**src/rtl/cpu_pkg.sv**
```systemverilog
// Shared types and constants for the ARM-subset core front end.
package cpu_pkg;

  typedef enum logic [1:0] {
    OP_DP  = 2'b00,
    OP_MEM = 2'b01,
    OP_BR  = 2'b10
  } op_t;

  localparam logic [3:0]  REG_PC    = 4'd15;
  localparam logic [3:0]  REG_LR    = 4'd14;
  localparam logic [31:0] PC_OFFSET = 32'd8;

  // Register-file addressing derived from one instruction word.
  typedef struct packed {
    logic [3:0] a1;
    logic [3:0] a2;
    logic [3:0] a3;
    logic [1:0] op;
    logic       link;
  } dec_t;

endpackage

```
**src/rtl/instr_field_decoder.sv**
```systemverilog
// Combinational field extraction: instruction word -> register addresses, op class, link flag.
// BRANCH_LINK_EN routes BL destinations to the link register.
module instr_field_decoder
  import cpu_pkg::*;
(
  input  logic [31:0] instr,
  output dec_t        dec
);

  logic [3:0] rn, rd, rm;
  logic       unused_bits;

  assign rn = instr[19:16];
  assign rd = instr[15:12];
  assign rm = instr[3:0];
  assign unused_bits = ^instr;

  always_comb begin
    dec    = '0;
    dec.op = instr[27:26];
    case (instr[27:26])
      OP_DP: begin
        dec.a1 = rn;
        dec.a2 = rm;
        dec.a3 = rd;
      end
      OP_MEM: begin
        // stores read Rd as data, loads write it; both addressed the same way
        dec.a1 = rn;
        dec.a2 = rd;
        dec.a3 = rd;
      end
      OP_BR: begin
        dec.a1 = REG_PC;
        dec.a2 = rm;
        dec.a3 = rd;
`ifdef BRANCH_LINK_EN
        if (instr[24]) begin
          dec.a3   = REG_LR;
          dec.link = 1'b1;
        end
`endif
      end
      default: ;
    endcase
  end

endmodule

```
**src/rtl/fetch_decode_stage.sv**
```systemverilog
// Fetch/decode front end: PC, decode register, and RegisterFile address/R15 drive.
// Optional BL link-register steering via BRANCH_LINK_EN (see instr_field_decoder).
module fetch_decode_stage
  import cpu_pkg::*;
#(
  parameter logic [31:0] RESET_PC = 32'h0000_0000,
  parameter int unsigned PC_STEP  = 4
) (
  input  logic        clk,
  input  logic        rst,
  output logic [31:0] imem_addr,
  input  logic [31:0] imem_rdata,
  input  logic        imem_valid,
  input  logic        stall,
  input  logic        flush,
  input  logic        branch_taken,
  input  logic [31:0] branch_target,
  output logic [3:0]  A1,
  output logic [3:0]  A2,
  output logic [3:0]  A3,
  output logic [31:0] R15,
  output logic [31:0] instr_d,
  output logic        valid_d,
  output logic [1:0]  op_d,
  output logic        link_d
);

  localparam logic [31:0] STEP = 32'(PC_STEP);

  logic [31:0] pc, pc_d;
  logic        fetch_adv;
  dec_t        dec;

  // fetch is consumed whenever the word is valid and the stage isn't frozen
  assign fetch_adv = imem_valid && !stall;

  always_ff @(posedge clk) begin
    if (rst) begin
      pc      <= RESET_PC;
      pc_d    <= RESET_PC;
      instr_d <= '0;
      valid_d <= 1'b0;
    end else if (branch_taken) begin
      pc      <= branch_target;
      valid_d <= 1'b0;
    end else if (flush) begin
      valid_d <= 1'b0;
      if (fetch_adv) pc <= pc + STEP;
    end else if (!stall) begin
      if (imem_valid) begin
        instr_d <= imem_rdata;
        pc_d    <= pc;
        valid_d <= 1'b1;
        pc      <= pc + STEP;
      end else begin
        valid_d <= 1'b0;
      end
    end
  end

  assign imem_addr = pc;
  assign R15       = pc_d + PC_OFFSET;

  instr_field_decoder u_dec (
    .instr (instr_d),
    .dec   (dec)
  );

  assign A1     = dec.a1;
  assign A2     = dec.a2;
  assign A3     = dec.a3;
  assign op_d   = dec.op;
  assign link_d = dec.link;

endmodule

```
**config.mk**
```make
export PLATFORM = sky130hd
export DESIGN_NAME = fetch_decode_stage
export DESIGN_NICKNAME = d
export VERILOG_FILES = /design/src/rtl/cpu_pkg.sv /design/src/rtl/instr_field_decoder.sv /design/src/rtl/fetch_decode_stage.sv
export SDC_FILE = /design/constraint.sdc
export NUM_CORES = 1
export LEC_CHECK = 0
export ABC_CLOCK_PERIOD_IN_PS = 2800
export BUFFER_PORTS_ARGS = -buffer_cell sky130_fd_sc_hd__buf_2
export CAP_MARGIN = 20
export CORE_AREA = 3 3 103 105
export DETAILED_ROUTE_END_ITERATION = 10
export DIE_AREA = 0 0 106 108
export PLACE_DENSITY_LB_ADDON = 0.08
export SETUP_SLACK_MARGIN = 0.4
export SYNTH_ARGS = -nofsm -noshare
export SYNTH_HDL_FRONTEND = slang
export SYNTH_SLANG_ARGS = --single-unit
export TNS_END_PERCENT = 10
```
**constraint.sdc**
```tcl
create_clock -name clk -period 2.8 [get_ports clk]
set_clock_uncertainty 0.15 [all_clocks]
set_input_delay 0.14 -clock clk [delete_from_list [all_inputs] [get_ports clk]]
set_output_delay 0.14 -clock clk [all_outputs]
set_load 0.01 [all_outputs]
```
# After elaboration in Yosys (flattened, before gate mapping)

Index checks and enable logic that the tools add are counted.

Add/subtract/negate cells: 2
Equality and inequality tests: 4
Mux-type cells: 7
Bitwise operators: 3
Reduce and logical (&&, ||, !) cells: 7

Operator list:

| kind                                                   | count |
|---|---|
| 2-to-1 mux 32 bit                                      | 5 |
| case mux 12 bit (3 select lines)                       | 1 |
| adder 32 x 3 -> 32 bit (second input constant)         | 1 |
| adder 32 x 4 -> 32 bit (second input constant)         | 1 |
| inequality test 3 x 1 -> 1 bit (second input constant) | 2 |
| AND reduction 4 bit                                    | 1 |
| inverter 1 bit                                         | 3 |
| AND reduction 3 bit                                    | 1 |
| nonzero test 3 bit                                     | 1 |
| OR reduction 3 bit                                     | 1 |
| == test 2 x 1 -> 1 bit (second input constant)         | 1 |
| == test 2 bit (second input constant)                  | 1 |
| zero test 2 bit                                        | 1 |
| logical AND 1 bit                                      | 1 |
| zero test 1 bit                                        | 1 |
| 2-to-1 mux 1 bit                                       | 1 |

Register bits after elaboration: 97
Input bits: 70
Output and inout port bits: 112
Logic and storage cells: 27

# Depth between registers and ports, before layout

Word-level depth: 5
Gate-level depth with buffers: 6
Gate-level depth less buffers: 5

# Modules after synthesis

From an unflattened synthesis, not the netlist that was laid out.

Cells, all modules: 606
Area total of the unflattened synthesis: 4697.0 µm²

Modules (own cells, without submodules):

| module              | instances | cells each | area each (µm²) | seq. area each (µm²) |
|---|---|---|---|---|
| fetch_decode_stage  | 1         | 581        | 4549.4          | 1941.9 |
| instr_field_decoder | 1         | 25         | 147.6           | 0.0 |

# Worst setup path after synthesis

OpenSTA, ideal clock, no wires.

Path kind: reg-to-reg
From: register pc[14], in the netlist imem_addr[14]
To: register pc[30], in the netlist imem_addr[30]
Setup time: 0.091 ns
Arrival: 1.895 ns
Required time: 2.559 ns
Setup slack: 0.664 ns
Stages on the path, launching flop included: 7
Path buffers: 2
Clock period less this slack: 2.136 ns
Cells stage by stage: dfxtp_1 > buf_2 > nand4_2 > or3_4 > buf_6 > or4_1 > a311oi_1

Longest elaborated chain between the ends: 5
Elaborated cells on any way between the ends: 6
Those cells by class: 1 x add/sub; 5 x mux

RTL lines:

| item                       | RTL line                                           | source |
|---|---|---|
| start: declaration         | fetch_decode_stage.sv:30                           | `logic [31:0] pc, pc_d;` |
| start signal: assignment   | fetch_decode_stage.sv:44                           | `pc <= branch_target;` |
| start signal: assignment   | fetch_decode_stage.sv:48                           | `if (fetch_adv) pc <= pc + STEP;` |
| start signal: assignment   | fetch_decode_stage.sv:54                           | `pc <= pc + STEP;` |
| adder 32 x 3 -> 32 bit (*) | fetch_decode_stage.sv:48, fetch_decode_stage.sv:54 |  |
| 2-to-1 mux 32 bit          | fetch_decode_stage.sv:50                           | `if (imem_valid) begin` |
| 2-to-1 mux 32 bit          | fetch_decode_stage.sv:49                           | `end else if (!stall) begin` |
| 2-to-1 mux 32 bit (*)      | fetch_decode_stage.sv:46                           | `end else if (flush) begin` |
| 2-to-1 mux 32 bit (*)      | fetch_decode_stage.sv:43                           | `end else if (branch_taken) begin` |

Every way passes the cells marked *; elsewhere a longest branch is shown, timed or not. The select of a mux whose other input is x is not followed.
A chain may end at the register's enable or synchronous reset.

# Worst setup path in the final report

From: register pc[5], in the netlist imem_addr[5]
To: register pc[15], in the netlist imem_addr[15]

The elaborated chain is that of the path after synthesis.

==> flow_summary.yaml <==
placement:
  hpwl_mm: 10.3
  numPortBuffers: 180
  gp_congestion: 0.925
  post-place-ws_ns: 0.561
detailed_routing:
  wl_per_cell_um: 15.2
  drc: 0
  ant_nets: 0
  viasPerCell: 5.35
  vias: 5197
  dr.first_iter.drc_count: 404
  drt_wl_total_mm: 14.8
  drt_pass1_iterations: 5
sta:
  fmax_mhz: 434
  fin_crit_sh_pct: 82.3
  hold_viol: 0
  setup_tns_ns: 0
  setup_violations: 0
  layout_setup_ws_ns: 0.496
  grt_setup_unrepaired: "true"
  maxSlewViolCount: 0
  relSlewSlack_pct: 56.2
  tightest_slew_ns: 0.656
  min_period_ns: 2.30
layout:
  regArea_mm2: 0.00194
  diodes: 0
  nets: 906
  area_growth_pct: 38.0
  drive_above_1_share_pct: 25.7
  fillers: 876
  multiInputGateArea_mm2: 0.00256
floorplan:
  rows: 36
  die_h_um: 108
  num_io_pins: 182
  die_area_mm2: 0.0114
  start_util_pct: 48.7
  die_width_um: 106
  core-area_mm2: 0.00973
clocking:
  clock_sinks: 97
  clock_path_buffers: 2
  clk_pin_slew_worst_paths_ns: 0.09
  clk_latency_ns: 0.36
  cts_tree: "done"
  cts_made_buffers: 9
  cts.htree.levels: 3
  clock-root-buffer: "clkbuf_8"
grt:
  antenna_found_initial: 0
  overflow: 0
  grt.total_usage_pct: 25.3
  grt_pass1_vias: 4737
  grt_max_degree: 65
  grt_pass1_wl_mm: 23.4
power:
  vdd_drop_max_mv: 0.235
  cellPowerDensity_mw_per_mm2: 414
  p_leak_nw: 2.73
yosys:
  async_flop_share_pct: 0
  synthesis.area_mm2: 0.00474
  synth_flop_cell: "dfxtp_1"
  ys_ff_latch: 97
  syn-instance-count: 613
  synth-edff-count: 0
  syn_nets: 685
  ys_types: 49
  avgSynthCellArea_um2: 7.73
  yosysSeqAreaShare_pct: 41.0
  yosysWarnings: 0
critical_path:
  crit_chain: "and4_1 -> nand4_1 -> or4_2 -> a311oi_1"
  start_kind: "flop"
  crit_family: "simple AND/OR/NAND/NOR gates"
  endpoint_kind: "flop"
  worst_ep_required_time_ns: 2.93
  cp_max_fo: 9
  max_stage_delay_ns: 0.62
  arrival_ns: 2.43
  critical_path_buf_inv_count: 0
  critical_path_class: "flop to flop"
  crit_slowest_cell: "or4_2"
min_path:
  min_path_type: "primary input to flop"
job:
  max-cap-violations: 0
status:
  status: "complete, no violations"
## worst reg2reg max path, stage by stage (launching register included)
cell and delay [ns]:
dfxtp_1 0.46, and4_1 0.43, nand4_1 0.32, or4_2 0.62, a311oi_1 0.25
## cells by family (layout without fill, tap and decap cells)
group | Yosys count | count (layout) | synth area share [%]
XOR/XNOR | 38 | 38 | 7.03
flip-flops | 97 | 97 | 41.0
buffers and inverters | 60 | 286 | 5.47
AND/OR/NAND/NOR | 291 | 291 | 29.4
AO/OA/AOI/OAI | 122 | 122 | 16.1
other | 1 | 1 | 0.0792
adder cells (fa/ha/maj) | 2 | 2 | 0.528
multiplexers | 2 | 2 | 0.423
## flip-flops by register name (all words and copies together), names as in the netlist
signal	count
pc_d	32
valid_d	1
instr_d	32
imem_addr	32
## Yosys cell counts (7+ instances only)
| library cell | number | share of area, % |
|---|---|---|
| a21oi_1 | 68 | 7.2 |
| clkbuf_1 | 34 | 2.7 |
| dfxtp_1 | 97 | 41 |
| or4_1 | 7 | 1.1 |
| nand4_1 | 19 | 2.5 |
| nor2_1 | 38 | 3.0 |
| xor2_1 | 20 | 3.7 |
| inv_1 | 15 | 1.2 |
| nand2_1 | 153 | 12 |
| o21ai_0 | 8 | 0.85 |
| o31ai_1 | 8 | 1.3 |
| a211oi_1 | 11 | 1.7 |
| and4_1 | 11 | 2.0 |
| a311oi_1 | 14 | 2.6 |
| nand3_1 | 17 | 1.8 |
| xnor2_1 | 18 | 3.3 |
## metrics by stage
step	cells	util [%]	hold slack, ns	instance area, um^2	power (W)
floorplan	613	-	0.0687	4740	0.00167
global placement	888	58.1	0.196	5660	0.00181
detailed placement	889	58.3	0.207	5680	0.00182
CTS	971	66.9	0.0487	6510	0.00272
global route	972	67.2	0.0586	6530	0.00282
finish	972	67.2	0.0599	6530	0.00270
## worst paths after layout
check               start       endpoint  slack, ns  cells past startpoint
max          imem_addr[5]  imem_addr[15]       0.50                      4
max reg2reg  imem_addr[5]  imem_addr[15]       0.50                      4
min                   rst   imem_addr[3]       0.06                      2
min reg2reg   instr_d[23]    instr_d[23]       0.31                      2
## where the power goes
group          internal, W  switching [W]  total, W
clock network     0.000345       0.000496  0.000842
logic             0.000187       0.000182  0.000369
registers          0.00143      0.0000659   0.00149
total              0.00196       0.000744   0.00270
## layout by cell type, fill, tap and decap left out, types with 10 or more instances in the layout
cell / instances
buf_2: 180
nand2_1: 153
dfxtp_1: 97
a21oi_1: 68
dlygate4sd3_1: 66
nor2_1: 38
xor2_1: 20
nand4_1: 19
xnor2_1: 18
nand3_1: 16
inv_1: 15
a311oi_1: 14
and4_1: 11
a211oi_1: 11
clkbuf_8: 10
## what timing repair did
item / in CTS / in global routing
pin swaps: 0 / 1
cloned: 0 / 0
buffers inserted: 0 / 1
hold buffers: 66 / 0
hold endpoints to repair: 65 / 0
gates resized for setup: 1 / 4
setup endpoints to repair: 2 / 20
## routing by layer
metal  global-route usage [%]  vias up  routed length (um)
met5                        0        -                   0
met1                     34.1     2408                6830
li1                         -     2580                   -
met2                     39.8      182                6740
met3                     6.15       27                 930
met4                     8.97        0                 313
## area by class of cell
type	instances	area share, %
Clock buffer	11	2.16
Clock inverter	5	0.479
Inverter	16	0.919
Multi-Input combinational cell	456	39.2
Sequential cell	97	29.7
Tap cell	133	2.55
Timing Repair Buffer	254	25.0
Power figures use the tool's default switching activity.
